--- src/rtl/cover_pkg.sv ---
// Shared constants and helpers for the toggle-coverage drain.
// Imported by the drain top and its picker.
package cover_pkg;

  localparam int COVER_IDX_W = 64;
  localparam int COVER_TOTAL = 38253;

  function automatic int cnt_w(input int w);
    return $clog2(w + 1);
  endfunction

  function automatic int idx_w(input int w);
    return (w > 1) ? $clog2(w) : 1;
  endfunction

endpackage

--- src/rtl/cover_toggle_drain_if.sv ---
// Cover-index stream handshake between the drain
// and the coverage uplink.
interface cover_toggle_drain_if;
  import cover_pkg::*;

  logic                   out_valid;
  logic                   out_ready;
  logic [COVER_IDX_W-1:0] out_index;

  modport master (
    output out_valid,
    output out_index,
    input  out_ready
  );

  modport slave (
    input  out_valid,
    input  out_index,
    output out_ready
  );

endinterface

--- src/rtl/cover_lsb_pick.sv ---
// Combinational lowest-set-bit picker with a
// one-hot clear vector for the chosen bit.
module cover_lsb_pick
  import cover_pkg::*;
#(
  parameter int WIDTH = 39
) (
  input  logic [WIDTH-1:0]          vec,
  output logic                      any,
  output logic [idx_w(WIDTH)-1:0]   idx,
  output logic [WIDTH-1:0]          clr
);

  localparam int IW = idx_w(WIDTH);

  always_comb begin
    any = |vec;
    idx = '0;
    clr = '0;
    for (int i = WIDTH - 1; i >= 0; i--) begin
      if (vec[i]) begin
        idx = IW'(i);
      end
    end
    if (any) begin
      clr[idx] = 1'b1;
    end
  end

endmodule

--- src/rtl/cover_toggle_drain.sv ---
// Sticky toggle-coverage collector that drains hits
// as global cover indices, one per cycle.
module cover_toggle_drain #(
  parameter int WIDTH       = 39,
  parameter int COVER_INDEX = 0,
  parameter int COVER_TOTAL = cover_pkg::COVER_TOTAL,
  parameter bit ONCE_ONLY   = 1'b1
) (
  input  logic                                clock,
  input  logic                                reset,
  input  logic [WIDTH-1:0]                    valid,
  input  logic                                clear,
  cover_toggle_drain_if.master                drain,
  output logic [cover_pkg::cnt_w(WIDTH)-1:0]  covered_cnt,
  output logic [31:0]                         merged_cnt,
  output logic                                idle
);

  import cover_pkg::*;

  localparam int CW = cnt_w(WIDTH);
  localparam int IW = idx_w(WIDTH);

  if (COVER_INDEX + WIDTH > COVER_TOTAL) begin : g_bad_range
    $error("cover group exceeds COVER_TOTAL");
  end

  logic [WIDTH-1:0]       pending_q, pending_d;
  logic [WIDTH-1:0]       covered_q, covered_d;
  logic [CW-1:0]          cnt_q, cnt_d;
  logic [31:0]            merged_q, merged_d;
  logic                   ov_q, ov_d;
  logic [COVER_IDX_W-1:0] oi_q, oi_d;

  logic                   pick_any;
  logic [IW-1:0]          pick_idx;
  logic [WIDTH-1:0]       pick_oh;

  cover_lsb_pick #(
    .WIDTH (WIDTH)
  ) u_pick (
    .vec (pending_q),
    .any (pick_any),
    .idx (pick_idx),
    .clr (pick_oh)
  );

  logic             load;
  logic [WIDTH-1:0] pick_clr;
  logic [WIDTH-1:0] cov_eff;
  logic [WIDTH-1:0] accept;
  logic             merge;

  always_comb begin
    load     = ~ov_q | drain.out_ready;
    pick_clr = load ? pick_oh : '0;
    cov_eff  = clear ? '0 : covered_q;
    accept   = valid & ~(ONCE_ONLY ? cov_eff : '0);
    // a new set beats the pick-clear of the same bit
    pending_d = (pending_q & ~pick_clr) | accept;
    covered_d = cov_eff | accept;
    merge     = |(accept & pending_q & ~pick_clr);

    cnt_d = '0;
    for (int i = 0; i < WIDTH; i++) begin
      cnt_d = cnt_d + CW'(covered_d[i]);
    end

    merged_d = merged_q;
    if (merge && (merged_q != '1)) begin
      merged_d = merged_q + 32'd1;
    end

    ov_d = ov_q;
    oi_d = oi_q;
    if (load) begin
      ov_d = pick_any;
      if (pick_any) begin
        oi_d = COVER_IDX_W'(COVER_INDEX)
             + COVER_IDX_W'(pick_idx);
      end
    end
  end

  always_ff @(posedge clock or negedge reset) begin
    if (!reset) begin
      pending_q <= '0;
      covered_q <= '0;
      cnt_q     <= '0;
      merged_q  <= '0;
      ov_q      <= 1'b0;
      oi_q      <= '0;
    end else begin
      pending_q <= pending_d;
      covered_q <= covered_d;
      cnt_q     <= cnt_d;
      merged_q  <= merged_d;
      ov_q      <= ov_d;
      oi_q      <= oi_d;
    end
  end

  assign drain.out_valid = ov_q;
  assign drain.out_index = oi_q;
  assign covered_cnt     = cnt_q;
  assign merged_cnt      = merged_q;
  assign idle            = ~ov_q & ~(|pending_q);

endmodule

--- src/flat_wrapper.sv ---
// flat-port wrapper written by rule: the top's interface ports become plain ports
module cover_toggle_drain_flat import cover_pkg::*;
#(
  parameter int WIDTH       = 39,
  parameter int COVER_INDEX = 0,
  parameter int COVER_TOTAL = cover_pkg::COVER_TOTAL,
  parameter bit ONCE_ONLY   = 1'b1
)
  (clock, reset, valid, clear, covered_cnt, merged_cnt, idle, drain_out_valid, drain_out_index, drain_out_ready);
  cover_toggle_drain_if drain_i ();
  input  logic clock;
  input  logic reset;
  input  logic [WIDTH-1:0] valid;
  input  logic clear;
  output logic [cover_pkg::cnt_w(WIDTH)-1:0] covered_cnt;
  output logic [31:0] merged_cnt;
  output logic idle;
  output wire logic [$bits(drain_i.out_valid)-1:0] drain_out_valid;
  output wire logic [$bits(drain_i.out_index)-1:0] drain_out_index;
  input wire logic [$bits(drain_i.out_ready)-1:0] drain_out_ready;
  assign drain_out_valid = drain_i.out_valid;
  assign drain_out_index = drain_i.out_index;
  assign drain_i.out_ready = drain_out_ready;
  cover_toggle_drain #(.WIDTH(WIDTH), .COVER_INDEX(COVER_INDEX), .COVER_TOTAL(COVER_TOTAL), .ONCE_ONLY(ONCE_ONLY)) u_core (.clock(clock), .reset(reset), .valid(valid), .clear(clear), .drain(drain_i), .covered_cnt(covered_cnt), .merged_cnt(merged_cnt), .idle(idle));
endmodule
--- config.mk ---
export PLATFORM = sky130hd
export DESIGN_NAME = cover_toggle_drain_flat
export DESIGN_NICKNAME = d
export VERILOG_FILES = /design/src/rtl/cover_pkg.sv /design/src/rtl/cover_toggle_drain_if.sv /design/src/rtl/cover_lsb_pick.sv /design/src/rtl/cover_toggle_drain.sv /design/src/flat_wrapper.sv
export SDC_FILE = /design/constraint.sdc
export NUM_CORES = 1
export LEC_CHECK = 0
export CAP_MARGIN = 20
export CORE_UTILIZATION = 23
export DETAILED_ROUTE_END_ITERATION = 8
export GPL_ROUTABILITY_DRIVEN = 0
export MAX_ROUTING_LAYER = met4
export PLACE_DENSITY = 0.44
export SYNTH_ARGS = -nofsm -noshare
export SYNTH_HDL_FRONTEND = slang
export SYNTH_SLANG_ARGS = --single-unit
export TNS_END_PERCENT = 5
--- constraint.sdc ---
create_clock -name clock -period 6.38 [get_ports clock]
set_input_delay 1.276 -clock clock [delete_from_list [all_inputs] [get_ports clock]]
set_output_delay 1.276 -clock clock [all_outputs]
set_load 0.05 [all_outputs]
==> results.txt, run 1 <==
The busiest layer in global routing is met2. The net switching fraction of the power is 36.7%. In this run the most critical hold path is launched from u_core.drain.out_index[2]. The initial utilization of the core area, before any placement, comes to about a quarter. The hold buffer count at cts came out at 0. The tightest slew margin relative to the limit is between 40% and 50%.

Across all setup checks in the final design, the least slack found is between 0.15 and 0.2 ns. The first-pass GRT wire length is 39500 µm. The total setup violations reported at the end of the flow is 0. The routed length per placed instance came out at roughly 17 µm. The final wirelength came out at between 20000 and 30000 µm. The biggest area contributor in the post-synthesis netlist is sky130_fd_sc_hd__dfrtp_1.

For this design the ratio of total power to cell area is between 300 and 400 nW/µm². The leakage dissipation came out at about 0.0046 µW. In this run, flip-flops and latches consume between 20% and 30% of the power. The maximum fanout count along the critical path is 4. Setup repair after global routing left no endpoint under its margin. Across the run, the number of max-cap violations was 0. The x dimension of the die is between 150 and 200 µm. The met1 capacity usage during global routing is between 20 and 25%.

For this run, the total global-route usage over all layers was measured as roughly 16%. The signal arrival time at the worst endpoint is 6.52 ns. The met3 track demand over resource in global routing is approximately 3.0%.

The worst slack after detailed placement came out at -0.662 ns. The clock group share of total power is around a quarter. After the last flow step, the layout net total stands at roughly 1100. Cells with a size suffix above 1 make up between 10% and 20% of the layout. Before antenna repair, the detailed router went through 5 iterations. For this run, the number of Yosys warnings is 0. The required time of the critical path is between 6 and 7 ns. Global routing used 24.1% of the available met2 tracks. The share of the clock period used by the worst path is a little under 100%.

The flow ran to the end, and the final reports show no timing, DRC or antenna violations. For this run, the leading register cell type out of synthesis is sky130_fd_sc_hd__dfrtp_1. Ranked by instance count, the synthesized netlist is headed by sky130_fd_sc_hd__nand2_1 (137), sky130_fd_sc_hd__dfrtp_1 (123), sky130_fd_sc_hd__inv_1 (59). The final worst clock skew is between 0.01 and 0.015 ns. The die area is ~35000 µm². Cell internal power was estimated by the tool at about 2600 µW. Buffers inserted during clock tree synthesis total 17. In this run the worst setup path begins at clear.

The cell count after placement came out at 1438. After synthesis, the mean cell area works out to roughly 9.1 µm². The power share of the combinational group came out at 52.1%. The peak clock frequency supported by timing is around 160 MHz. The number of levels in the clock H-tree is 4. The number of sinks driven by the clock tree came out at approximately 120. Compared with the post-synthesis result, the final layout area differs by 31.3%. The fraction of synthesis flops using an asynchronous set or reset pin came out at 100%. The number of max-slew violations in the final report is 0.

The number of cells in the finished layout apart from fillers came out at 1479. The number of unique standard cell types used by synthesis came out at 73. TritonCTS built the clock tree.

The overall die height is approximately 190 µm. The critical path class is in2reg. For the pin with the worst max-slew slack, the measured transition is 0.861 ns. The number of antenna violations at the first check in global routing is 0. Summed over its instances, the top area cell type makes up 39.3% of the synthesized netlist area. The detailed-route DRC error count is 0. The path class of the tightest hold or removal check is reg2reg.

The count of nets left with antenna violations once routing finished came out at 0. The insertion delay of the later-clocked pin in the worst-skew pair came out at about 0.43 ns. The number of standard cells after synthesis is 858. The clock-pin slew on the worst setup and hold paths came out at around 0.060 ns. The fill cell instance count of the final layout came out at 3543. Ranked by total cell area, the synthesized netlist is headed by sky130_fd_sc_hd__dfrtp_1 (39%), sky130_fd_sc_hd__fa_1 (7.7%), sky130_fd_sc_hd__nand2_1 (6.6%), sky130_fd_sc_hd__buf_4 (5.6%), sky130_fd_sc_hd__nand2b_1 (4.0%). The peak supply drop came out at between 1000 and 1500 µV. The post-detailed-route via-to-cell ratio came out at 4.48. The cell area that synthesis handed to floorplanning was just under 8000 µm². The maximum number of pins on one net before global-route repair came out at 80. The worst register-to-register path has a setup slack of between 1 and 1.5 ns. The final-report hold violation count came out at 0. sky130_fd_sc_hd__nand2_1 is the most common cell in the netlist. The first routing iteration left approximately 470 violations.

The longest clock path from root to sink contains 2 buffers. The final route contains 6632 vias. STA classifies the critical path startpoint as a primary input. The analysis attributes to net switching a power of 1500 µW. The startpoint identified for the worst register-to-register timing path is u_core.covered_q[20]. In this run the standard cell core region covers 33500 µm². The number of enable-type register cells in the synthesized netlist came out at 0. The number of buffer cells added on primary ports came out at just under 90. The number of synthesized register bits came out at ~120.

The worst setup path is captured at a flop. The via count of the first global-routing pass came out at 6514. The share of the Yosys chip area taken by registers is approximately 40%. The root buffer cell is sky130_fd_sc_hd__clkbuf_16.

The shortest clock period the worst path allows after layout came out at approximately 6.2 ns. between 100 and 150 I/O pins were placed. The total global routing overflow is 0. The count of standard-cell rows is 67.

The HPWL after detailed placement came out at 19700 µm. The number of antenna cells inserted is 0.
## per-layer routing
layer	vias up	routed length (µm)	part of all wire (%)
met4	0	452	1.8
li1	3145	-	-
met1	3237	12000	47
met3	26	1220	4.8
met5	-	0	0
met2	224	11900	47
## power by group through the flow
| stage | clock network (µW) | logic (µW) | registers (µW) |
|---|---|---|---|
| finish | 1050 | 2130 | 907 |
| detailed placement | 0 | 2160 | 919 |
| global placement | 0 | 2140 | 921 |
| floorplan | 0 | 1330 | 1010 |
| global route | 1110 | 2390 | 913 |
| CTS | 1080 | 2200 | 907 |
## what timing repair did
action | 4_1_cts | 5_1_grt
buffers inserted | 7 | 2
gates resized for setup | 34 | 5
cloned | 1 | 0
endpoints found under the setup margin | 4 | 4
pin swaps | 11 | 10
## worst max-delay path, cell delays in order
cell                       delay, ns
sky130_fd_sc_hd__buf_4          0.13
sky130_fd_sc_hd__clkinv_4       0.05
sky130_fd_sc_hd__buf_4          0.14
sky130_fd_sc_hd__buf_16         0.12
sky130_fd_sc_hd__nand2_1        0.09
sky130_fd_sc_hd__nand2b_4       0.09
sky130_fd_sc_hd__inv_1          0.05
sky130_fd_sc_hd__fa_1           0.47
sky130_fd_sc_hd__inv_1          0.05
sky130_fd_sc_hd__fa_1           0.48
sky130_fd_sc_hd__inv_1          0.06
sky130_fd_sc_hd__fa_1           0.58
sky130_fd_sc_hd__inv_1          0.07
sky130_fd_sc_hd__fa_1           0.47
sky130_fd_sc_hd__fa_1           0.53
sky130_fd_sc_hd__fa_1           0.44
sky130_fd_sc_hd__fa_1           0.53
sky130_fd_sc_hd__ha_2           0.18
sky130_fd_sc_hd__inv_1          0.05
sky130_fd_sc_hd__fa_2           0.33
sky130_fd_sc_hd__inv_1          0.06
sky130_fd_sc_hd__a21o_1         0.10
sky130_fd_sc_hd__a21oi_1        0.07
sky130_fd_sc_hd__xnor2_1        0.12
## cells in the final DEF (no fill, tap or decap), types with 12 or more instances in the layout
cell | synthesis | routed
sky130_fd_sc_hd__inv_1 | 59 | 58
sky130_fd_sc_hd__dfrtp_1 | 123 | 123
sky130_fd_sc_hd__nor3_1 | 21 | 21
sky130_fd_sc_hd__clkdlybuf4s50_1 | 0 | 79
sky130_fd_sc_hd__nand3_1 | 44 | 44
sky130_fd_sc_hd__nand2b_1 | 50 | 40
sky130_fd_sc_hd__ha_1 | 14 | 12
sky130_fd_sc_hd__xor2_1 | 29 | 29
sky130_fd_sc_hd__nand2_1 | 137 | 132
sky130_fd_sc_hd__o21ai_0 | 36 | 36
sky130_fd_sc_hd__and3_1 | 21 | 21
sky130_fd_sc_hd__a21oi_1 | 28 | 28
sky130_fd_sc_hd__fa_1 | 30 | 29
sky130_fd_sc_hd__nor2_1 | 43 | 43
sky130_fd_sc_hd__buf_4 | 58 | 70
sky130_fd_sc_hd__clkbuf_16 | 0 | 17
sky130_fd_sc_hd__nand4_1 | 16 | 16
sky130_fd_sc_hd__conb_1 | 1 | 58
## sequential cells by signal (all words and copies together) (netlist names)
signal                  cells
u_core.merged_cnt          32
u_core.drain.out_index      6
u_core.drain.out_valid      1
u_core.covered_cnt          6
u_core.pending_q           39
u_core.covered_q           39
## area by class of cell
class                      instances  area [µm²]  area share [%]
multi-input combinational        657        4340            42.2
sequential                       123        3080            29.9
timing repair buffer             160        1460            14.2
tap                              448         561            5.45
clock buffer                      18         429            4.17
inverter                          59         226            2.20
clock inverter                    14         195            1.90
## path summary, 6_finish.rpt
| check | to | cells after the start |
|---|---|---|
| worst max register to register | u_core.covered_cnt[4] | 18 |
| min in group asynchronous | u_core.merged_cnt[16] | 1 |
| worst max-delay path | u_core.covered_cnt[4] | 24 |
| max in group asynchronous | u_core.covered_q[11] | 2 |
| worst min-delay path | u_core.drain.out_index[2] | 2 |
| worst min register to register | u_core.drain.out_index[2] | 2 |
## cells by family (layout without fill, tap and decap cells)
| kind of cell | Yosys count | count (layout) | share of synthesized area [%] |
|---|---|---|---|
| AOI/OAI and AO/OA | 130 | 130 | 11.3 |
| xor gates and xnor gates | 34 | 34 | 3.80 |
| adders and majority gates | 44 | 44 | 9.90 |
| buffers and inverters | 135 | 251 | 9.54 |
| DFF | 123 | 123 | 39.3 |
| muxes | 2 | 2 | 0.272 |
| other | 1 | 58 | 0.0479 |
| and+or+nand+nor | 389 | 389 | 25.8 |
## metrics by stage
stage / total power, µW / hold WS [ns] / util, % / setup TNS (ns) / instance area [µm²]
6_report: 4090 / 0.476 / 30.7 / 0 / 10300
5_1_grt: 4410 / 0.503 / 30.7 / 0 / 10300
4_1_cts: 4190 / 0.483 / 30.6 / 0 / 10300
3_5_place_dp: 3080 / 0.468 / 28.2 / -2.66 / 9450
3_3_place_gp: 3060 / 0.462 / 28.2 / -2.42 / 9450
2_1_floorplan: 2340 / 0.470 / - / 0 / 8070
Note: power is estimated with default switching activity, not from simulation.
==> inputs of run 2 (changes only) <==
GPL_TIMING_DRIVEN = 0   (was not set)
==> results.txt, run 2 (synthesized netlist as in run 1, its figures left out) <==
The longest individual stage delay on the worst path is 0.62 ns (+0.04 ns). The total non-filler cell area in the finished layout came out at 10600 µm² (+2.9%). The via count was 6615 (-0.26%).

The number of maximum-capacitance constraint violations is 0 (unchanged). The clock-pin slew on the worst setup and hold paths is 0.06 ns (about the same). The first-pass GRT wire length came to 38800 µm (-1.7%).

The smallest setup slack after layout is 0.159 ns (-0.0201 ns). The logic depth of the worst path, buffers included is 22 (-8.3%). The area growth from synthesis to final layout came out at 35.1%.

The worst reg2reg path startpoint is u_core.covered_q[0]. The number of antenna violations at the first check in global routing came to 0 (unchanged). The category of cells accounting for the largest share of critical-path delay is adder cells. The global routing met2 resource utilization came to 23.5% (-0.55 points). The number of top-level pins came out at 147 (unchanged). Tracing the worst setup path back leads to its startpoint at clear. The count of standard-cell rows is 67 (unchanged). The final-report hold violation count was 0 (unchanged).

met2 is the most crowded layer. The TritonCTS buffer count is 17 (unchanged). The iteration count of the initial detailed-routing pass was 5 (unchanged). The number of buffer cells added on primary ports came out at 88 (unchanged). The post-detailed-route via-to-cell ratio is 4.41 (-1.6%). Setup repair after global routing left no endpoint under its margin. The area inside the core boundary came out at 33500 µm² (unchanged). The combined buffer and inverter count along the critical path came out at 8 (-2).

The insertion delay of the later-clocked pin in the worst-skew pair is 0.43 ns (about the same). The flow ran to the end, and the final reports show no timing, DRC or antenna violations. In the layout the commonest cells are sky130_fd_sc_hd__nand2_1 (127), sky130_fd_sc_hd__dfrtp_1 (123), sky130_fd_sc_hd__clkdlybuf4s50_1 (75). The maximum number of pins on one net before global-route repair came out at 71 (-11%). The number of sinks driven by the clock tree is 123 (unchanged). In this run the worst hold path is classified as reg2reg. The number of levels in the clock H-tree is 4 (unchanged). The element type at the critical path end is a flop. The initial cell density of the core was 23.4% (unchanged). The cell repeated most along the worst path is sky130_fd_sc_hd__fa_1. The number of nets in the layout is 1125 (+1.8%). The via count of the first global-routing pass is 6448 (-1.0%). The required time of the critical path is 6.69 ns (about the same).

The HPWL after detailed placement was 19600 µm (-0.95%). The measured slew at the worst slew-check pin was 0.820 ns (-0.0412 ns). The utilization after layout was 31.6% (+0.90 points).

The die area is 34800 µm² (unchanged). The leakage dissipation was 0.00483 µW (+4.1%). The number of max-slew violations in the final report is 0 (unchanged).

The total setup violations reported at the end of the flow came out at 0 (unchanged). The peak supply drop is 1150 µV (-9.0%). The antenna violation net count after detailed routing came out at 0 (unchanged). The commonest non-fill, non-tap cell in the layout is sky130_fd_sc_hd__nand2_1. The maximum fanout count along the critical path came out at 6 (+2). The met3 track demand over resource in global routing came to 2.71% (-0.32 points). The detailed-route DRC error count came out at 0 (unchanged). The instance area after placement came to 9540 µm² (+0.91%). The tightest slew margin relative to the limit is 45.1% (+2.8 points).

The power density of the placed cells is 380 nW/µm² (-4.3%). The x dimension of the die is 187 µm (unchanged). The signal arrival time at the worst endpoint is 6.53 ns (about the same).

The worst setup path is launched from a primary input. The worst hold path begins at u_core.drain.out_index[2]. The total global routing overflow is 0 (unchanged).

The overall die height is 187 µm (unchanged). The number of instances on the worst hold path is 2 (unchanged). The final worst clock skew is 0.00980 ns (-0.00129 ns).

The hold buffer count at cts is 0 (unchanged). The power consumption is 4030 µW (-1.4%). The met1 capacity usage during global routing was 20.3% (-0.22 points). The number of antenna cells inserted is 0 (unchanged). CTS placed an instance of sky130_fd_sc_hd__clkbuf_16 at the clock tree root. The peak clock frequency supported by timing came out at 161 MHz (-0.32%). The routed length per placed instance came out at 16.9 µm (-2.5%).

The signal on the critical path passes through buf_6 > inv_8 > clkbuf_16 > buf_12 > nand2_4 > nand2b_4 > fa_2 > fa_1 > inv_2 > fa_1 > inv_1 > fa_1 > fa_1 > fa_1 > fa_1 > ha_2 > inv_2 > fa_2 > inv_1 > a21o_1 > a21oi_2 > xnor2_1. On the critical path, the stage with the largest delay is an instance of sky130_fd_sc_hd__fa_1. The DRC violation total after the first TritonRoute iteration is 524 (+11%). The shortest clock period the worst path allows after layout came out at 6.22 ns (+0.0201 ns). The share of the clock period used by the worst path came out at 97.5% (+0.31 points). The all-layer global routing usage came out at 15.3% (-0.26 points).

The worst slack after detailed placement is -1.17 ns (-0.506 ns). The critical path class is in2reg. The ratio of cells with drive above 1 in the final layout is 17.0% (+2.9 points). The logic depth of the worst register-to-register path came out at 17 (-1). TritonCTS built the clock tree. The number of buffers on the longest clock path is 2 (unchanged). The final wirelength was 25300 µm (-1.2%).
## run 2: cell count changes in the layout (fill, tap and decap cells not counted), moves of 4 or more
cell                              previous run  this run
sky130_fd_sc_hd__clkdlybuf4s50_1            79        75
sky130_fd_sc_hd__nand2_1                   132       127
sky130_fd_sc_hd__inv_2                       0         5
sky130_fd_sc_hd__clkbuf_1                    1         6
sky130_fd_sc_hd__inv_1                      58        53
sky130_fd_sc_hd__a21oi_1                    28        24
sky130_fd_sc_hd__buf_2                       0         6
## run 2: layer usage
| metal | share of wire (%) | up-vias |
|---|---|---|
| li1 | - | 3199 |
| met1 | 46 | 3163 |
| met4 | 2.1 | 0 |
| met3 | 4.9 | 33 |
| met2 | 47 | 220 |
| met5 | 0 | - |
## run 2: worst reg2reg max path, delay by kind of cell (launching register included)
family | cells | cell delay (ns)
buffers and inverters | 2 | 0.10
DFF | 1 | 0.35
xor gates and xnor gates | 1 | 0.12
and+or+nand+nor | 2 | 0.21
adders and majority gates | 10 | 4.33
AOI/OAI and AO/OA | 2 | 0.18
## run 2: final cells by class
class	count	area (µm²)
sequential	123	3080
clock inverter	12	186
fill	3596	22900
inverter	59	229
multi-input combinational	657	4440
clock buffer	20	467
buffer	76	601
timing repair buffer	104	1030
tap	448	561
## run 2: worst paths after layout
check | endpoint | slack (ns)
max | u_core.covered_cnt[4] | 0.16
min | u_core.drain.out_index[2] | 0.47
max reg2reg | u_core.covered_cnt[4] | 0.99
min reg2reg | u_core.drain.out_index[2] | 0.47
max in group asynchronous | u_core.covered_q[36] | 4.75
min in group asynchronous | u_core.merged_cnt[14] | 0.88
## run 2: repair_timing
| action | in CTS | in global routing |
|---|---|---|
| gates resized for setup | 69 | 10 |
| endpoints found under the setup margin | 5 | 3 |
| setup buffers | 14 | 2 |
| pin swaps | 18 | 11 |
## run 2: per-stage QoR
stage / hold slack (ns) / TNS (ns) / std cells
after floorplan: 0.470 / 0 / 915
after global placement: 0.460 / -188.93 / 1451
after detailed placement: 0.471 / -5.32 / 1452
after CTS: 0.483 / 0 / 1498
after global routing: 0.495 / 0 / 1499
final: 0.472 / 0 / 1499
## run 2: report_power, final
part	total, µW	internal [µW]	switching (µW)
Sequential	904	871	32.5
Clock	1070	689	383
Combinational	2050	936	1120
Total	4030	2500	1530
